==> src/rtl/nn_pkg.sv <==
// Shared definitions for the input-layer pixel feed: FSM states, fixed-point constants, width defaults.
// Latency: n/a (declarations only).
// Backpressure: n/a.
package nn_pkg;

    // Default fixed-point sample width and binary pixels per input word
    localparam int DWIDTH_DEF = 16;
    localparam int IWIDTH_DEF = 64;

    // Fixed-point 1.0 (Q6.9 style: bit 9 is the unit bit)
    localparam logic [15:0] FX_ONE = 16'h0200;

    // Feed controller states
    typedef enum logic [1:0] {
        ST_IDLE  = 2'd0,
        ST_FETCH = 2'd1,
        ST_EMIT  = 2'd2,
        ST_DONE  = 2'd3
    } feed_state_t;

endpackage

==> src/rtl/convert_k.sv <==
// Converts one binary pixel into a fixed-point sample (1 -> FX_ONE, 0 -> zero).
// Latency: purely combinational, zero cycles.
// Backpressure: none; output follows input.
module convert_k
    import nn_pkg::*;
#(
    parameter int DWIDTH = DWIDTH_DEF
)(
    input  logic              bit_in,
    output logic [DWIDTH-1:0] k_out
);

    assign k_out = bit_in ? DWIDTH'(FX_ONE) : '0;

endmodule

==> src/rtl/pixel_feed_ctrl.sv <==
// Unpacks binary pixel words MSB-first into a stream of fixed-point samples for the input layer.
// Latency: first sample valid one cycle after word acceptance; one sample/cycle, one bubble per word.
// Backpressure: k_ready low freezes the sample (k_out/k_idx/k_last held); in_ready only high in FETCH.
module pixel_feed_ctrl
    import nn_pkg::*;
#(
    parameter int DWIDTH = DWIDTH_DEF,
    parameter int IWIDTH = IWIDTH_DEF,
    parameter int NWORDS = 4,
    parameter int IDXW   = 8
)(
    input  logic              clk,
    input  logic              rst,
    input  logic              start,
    input  logic [IWIDTH-1:0] in_word,
    input  logic              in_valid,
    output logic              in_ready,
    output logic [DWIDTH-1:0] k_out,
    output logic              k_valid,
    input  logic              k_ready,
    output logic [IDXW-1:0]   k_idx,
    output logic              k_last,
    output logic              busy,
    output logic              done
);

    localparam int BW = (IWIDTH > 1) ? $clog2(IWIDTH) : 1;
    localparam int WW = (NWORDS > 1) ? $clog2(NWORDS) : 1;
    localparam logic [BW-1:0] BIT_MAX  = BW'(IWIDTH - 1);
    localparam logic [WW-1:0] WORD_MAX = WW'(NWORDS - 1);

    feed_state_t       state;
    logic [IWIDTH-1:0] shreg;
    logic [BW-1:0]     bit_cnt;
    logic [WW-1:0]     word_cnt;

    // Final pixel of the frame: decoded from registered counters, so it holds across stalls
    assign k_last = k_valid && (bit_cnt == BIT_MAX) && (word_cnt == WORD_MAX);

    // Frame sequencing: word fetch, per-pixel emit with backpressure, end-of-frame pulse
    always_ff @(posedge clk or posedge rst) begin
        if (rst) begin
            state    <= ST_IDLE;
            shreg    <= '0;
            bit_cnt  <= '0;
            word_cnt <= '0;
            k_idx    <= '0;
            in_ready <= 1'b0;
            k_valid  <= 1'b0;
            busy     <= 1'b0;
            done     <= 1'b0;
        end else begin
            done <= 1'b0;
            case (state)
                ST_IDLE: begin
                    if (start) begin
                        state    <= ST_FETCH;
                        word_cnt <= '0;
                        k_idx    <= '0;
                        in_ready <= 1'b1;
                        busy     <= 1'b1;
                    end
                end
                ST_FETCH: begin
                    if (in_valid && in_ready) begin
                        shreg    <= in_word;
                        bit_cnt  <= '0;
                        in_ready <= 1'b0;
                        k_valid  <= 1'b1;
                        state    <= ST_EMIT;
                    end
                end
                ST_EMIT: begin
                    if (k_ready) begin
                        shreg <= shreg << 1;
                        if (bit_cnt == BIT_MAX) begin
                            k_valid <= 1'b0;
                            if (word_cnt == WORD_MAX) begin
                                // Index wraps here so the DONE cycle already shows 0
                                state <= ST_DONE;
                                done  <= 1'b1;
                                k_idx <= '0;
                            end else begin
                                word_cnt <= word_cnt + 1'b1;
                                k_idx    <= k_idx + 1'b1;
                                in_ready <= 1'b1;
                                state    <= ST_FETCH;
                            end
                        end else begin
                            bit_cnt <= bit_cnt + 1'b1;
                            k_idx   <= k_idx + 1'b1;
                        end
                    end
                end
                ST_DONE: begin
                    state    <= ST_IDLE;
                    busy     <= 1'b0;
                    bit_cnt  <= '0;
                    word_cnt <= '0;
                end
                default: begin
                    state    <= ST_IDLE;
                    in_ready <= 1'b0;
                    k_valid  <= 1'b0;
                    busy     <= 1'b0;
                end
            endcase
        end
    end

    // Sample value comes straight from the current head of the shift register
    convert_k #(
        .DWIDTH (DWIDTH)
    ) u_convert_k (
        .bit_in (shreg[IWIDTH-1]),
        .k_out  (k_out)
    );

endmodule

==> config.mk <==
export PLATFORM = sky130hd
export DESIGN_NAME = pixel_feed_ctrl
export DESIGN_NICKNAME = d
export VERILOG_FILES = /design/src/rtl/nn_pkg.sv /design/src/rtl/convert_k.sv /design/src/rtl/pixel_feed_ctrl.sv
export SDC_FILE = /design/constraint.sdc
export NUM_CORES = 1
export LEC_CHECK = 0
export ABC_CLOCK_PERIOD_IN_PS = 3500
export BUFFER_PORTS_ARGS = -buffer_cell sky130_fd_sc_hd__buf_2
export CAP_MARGIN = 20
export CORE_MARGIN = 4
export CORE_UTILIZATION = 45
export DETAILED_ROUTE_END_ITERATION = 8
export GPL_ROUTABILITY_DRIVEN = 1
export PLACE_DENSITY_LB_ADDON = 0.2
export RECOVER_POWER = 50
export SYNTH_ARGS = -nofsm -noshare
export SYNTH_HDL_FRONTEND = slang
export SYNTH_SLANG_ARGS = --single-unit
==> constraint.sdc <==
create_clock -name clk -period 3.5 [get_ports clk]
set_input_delay 1.05 -clock clk [delete_from_list [all_inputs] [get_ports clk]]
set_output_delay 1.05 -clock clk [all_outputs]
set_load 0.03 [all_outputs]
==> parameters.txt <==
Parameter                              Value

Yosys
  Top cells by count, synth ... sky130_fd_sc_hd__dfrtp_1 (86), sky130_fd_sc_hd__nand2_1 (74), sky130_fd_sc_hd__mux2i_1 (64), sky130_fd_sc_hd__o21ai_0 (62), sky130_fd_sc_hd__buf_4 (17)
  Netlist area before placement ... 0.004239 mm²
  Most instantiated library cell after synthesis ... sky130_fd_sc_hd__dfrtp_1
  Proportion of register bits with asynchronous set or reset after synthesis ... 1.000
  Yosys warning count ... 0
  Main synth FF type ... sky130_fd_sc_hd__dfrtp_1
  Synth top area cells ... sky130_fd_sc_hd__dfrtp_1 (51%), sky130_fd_sc_hd__mux2i_1 (15%), sky130_fd_sc_hd__o21ai_0 (7.3%)
  Seq/Total Area, Yosys ... 0.5077
  Count of flip-flops with a built-in enable after synthesis ... 0
  Yosys top cell area share ... 0.5077
  Per-instance average area after synthesis ... 9.974 µm²
  Synthesized netlist cell count ... 425
  Leading area contributor after synthesis ... sky130_fd_sc_hd__dfrtp_1
  Distinct cells, synth ... 37
  Total of flip-flops plus latches after synthesis ... 86

Pwr
  Peak VDD IR ... 0.3266 mV
  Sw Ratio ... 0.3686
  Internal Dissipation ... 2.240 mW
  Switching power total ... 1.308 mW
  PwrDens ... 729.7 mW/mm²
  Share of power burned in registers ... 0.459
  Leakage power total ... 2.539 nW
  Combinational cell fraction of total power ... 0.340
  Power Total ... 3.548 mW
  Portion of total power attributed to the clock network ... 0.201

Place
  Dpl hpwl ... 5969 µm
  Port-buffer cells ... 82
  Placed Instance Area ... 0.004666 mm²
  Placement-stage worst setup slack ... 1.093 ns
  GP Congestion ... 0.8286

Cells and area
  Final #Nets ... 566
  Area taken by flip-flops and latches ... 0.002152 mm²
  Post-synthesis to final-layout area growth ... 14.70%
  Multi-input logic area ... 0.001872 mm²
  Antenna Cells ... 0
  Number of fill cells ... 876
  Share of final-layout standard cells stronger than drive strength 1 ... 0.2084
  Final instance area ... 0.004862 mm²

CTS
  Gates resized, CTS repair ... 0
  CTS max path bufs ... 2
  Clock-pin slew of the registers on the worst-case setup and hold paths ... 0.08 ns
  Num Clock Sinks ... 86
  Number of buffers added by the clock tree synthesis step ... 9
  Skew-Pair Late Insertion Delay ... 0.35 ns
  Hold bufs inserted after CTS ... 0
  Clock root cell ... sky130_fd_sc_hd__clkbuf_8
  TritonCTS clock tree ... done
  Number of H-tree branching levels ... 3
  Post-CTS Setup Bufs ... 0

Detailed routing
  Overall routed net length ... 8673 µm
  Number of design-rule violations left by the first detailed-router iteration ... 165
  Vias after detailed routing ... 3149
  Drt pass-1 iters ... 4
  Routed Antenna Nets ... 0
  Drt wl/cell ... 14.22 µm
  Number of vias per cell after detailed routing ... 5.162
  Number of design rule violations left after detail routing ... 0

Timing
  Final Hold Viols ... 0
  Pins over their slew limit ... 36
  Worst slew margin relative to its limit ... -0.08153
  Maximum achievable frequency ... 0.3622 GHz
  Min setup slack post-route ... 0.7391 ns
  Final critical path time including I/O delays and setup ... 2.761 ns
  Final Setup Violations ... 0
  Worst hold slack across all endpoints ... 0.4787 ns
  Clock Skews ... 0.008432 ns
  Setup repair after global routing missed its margin ... no
  Worst Max-Slew Pin Slew ... 1.613 ns
  Setup tns final ... 0 ns
  Post-route clock period utilization ... 0.7888

Job
  Max-capacitance violation count ... 1

Status
  Violations in the final reports ... max-capacitance violations, max-slew violations
  Status ... complete, but fails checks

GRT
  Vias in the first global route ... 2987
  Wire length of the first global-routing pass ... 14320 µm
  Remaining Overflow, GRT ... 0
  Number of antenna violations at the first check in global routing ... 0
  Maximum number of pins on one net before global-route repair ... 127
  Total routing usage reported by global routing ... 0.1589

Floorplanning
  Initial standard-cell utilization of the core ... 0.4610
  Vertical extent of the die ... 105.1 µm
  Die area ... 0.01104 mm²
  IO Count ... 98
  Placeable Area ... 0.009196 mm²
  Standard-cell row count ... 35
  Width of the die ... 105.1 µm

Setup path
  Crit end category ... flip-flop
  Startpoint types ... flip-flop
  WP data arrival ... 2.97 ns
  Largest fanout of any net on the critical path ... 26
  Setup CP Type ... reg -> reg
  Required time at the worst-slack endpoint ... 3.71 ns

Min path
  HP Class ... reg -> reg
sequential cells by signal, indices dropped and copies added, names as in the netlist:
| signal | flops |
|---|---|
| shreg | 64 |
| k_valid | 1 |
| state | 2 |
| word_cnt | 2 |
| bit_cnt | 6 |
| in_ready | 1 |
| done | 1 |
| k_idx | 8 |
| busy | 1 |
through the flow:
step,instances,util
5_1_grt,610,0.5287
4_1_cts,610,0.5293
6_report,610,0.5287
2_1_floorplan,439,-
3_3_place_gp,594,0.5073
3_5_place_dp,594,0.5073
logic make-up after synthesis:
group | share of synthesized area
simple gates | 0.1128
other cells | 0.0008846
buf+inv | 0.06493
mux | 0.1538
xor+xnor | 0.004133
fa+ha+maj | 0.008856
flops | 0.5077
compound gates | 0.1470
layer usage:
metal / GRT usage / share of wire / vias up
met3: 0.05806 / 0.069 / 7
li1: - / - / 1590
met5: 0 / 0 / -
met4: 0.03093 / 0.0075 / 0
met2: 0.2392 / 0.45 / 84
met1: 0.2220 / 0.47 / 1468
worst max-delay path, cell delays in order (launching register included):
cell	delay [ns]
sky130_fd_sc_hd__dfrtp_1	0.73
sky130_fd_sc_hd__nand2b_1	1.00
sky130_fd_sc_hd__buf_4	0.55
sky130_fd_sc_hd__mux2i_1	0.22
sky130_fd_sc_hd__o21ai_0	0.09
cell usage in the layout (no fill, tap or decap), drive strengths merged, types with 2 or more instances in the layout:
| cell | instances |
|---|---|
| dfrtp | 86 |
| buf | 84 |
| nand2 | 74 |
| o21ai | 74 |
| mux2i | 64 |
| conb | 15 |
| clkbuf | 15 |
| a21oi | 13 |
| inv | 8 |
| nor2 | 7 |
| nor2b | 7 |
| a22o | 6 |
| and3 | 5 |
| nand3 | 4 |
| nand2b | 3 |
| o22ai | 3 |
| ha | 3 |
| or3 | 2 |
| a31oi | 2 |
| xnor2 | 2 |
| o211ai | 2 |
| nand4 | 2 |
| a311oi | 2 |
| and2 | 2 |
| clkinvlp | 2 |
power by group through the flow:
stage	clock network [mW]	logic [mW]	registers, mW
after floorplan	0	1.01	1.59
after global placement	0	1.18	1.64
after detailed placement	0	1.22	1.65
after CTS	0.738	1.22	1.63
after global routing	0.777	1.38	1.69
final	0.711	1.21	1.63
cell type report:
type / count / area share
clock inverter: 3 / 0.008749
sequential: 86 / 0.4426
clock buffer: 13 / 0.03268
tap: 111 / 0.02856
timing repair buffer: 86 / 0.09521
multi-input combinational: 302 / 0.3850
inverter: 9 / 0.007205
path summary, 6_finish.rpt:
kind / start / to / slack, ns / cells past startpoint
worst max-delay path: state[0] / shreg[39] / 0.74 / 4
worst min-delay path: shreg[63] / shreg[63] / 0.48 / 2
worst max register to register: state[0] / shreg[39] / 0.74 / 4
worst min register to register: shreg[63] / shreg[63] / 0.48 / 2
max in group asynchronous: rst / k_idx[6] / 1.53 / 3
min in group asynchronous: rst / shreg[31] / 1.08 / 2
No activity file was read; power rests on OpenSTA's default activity.
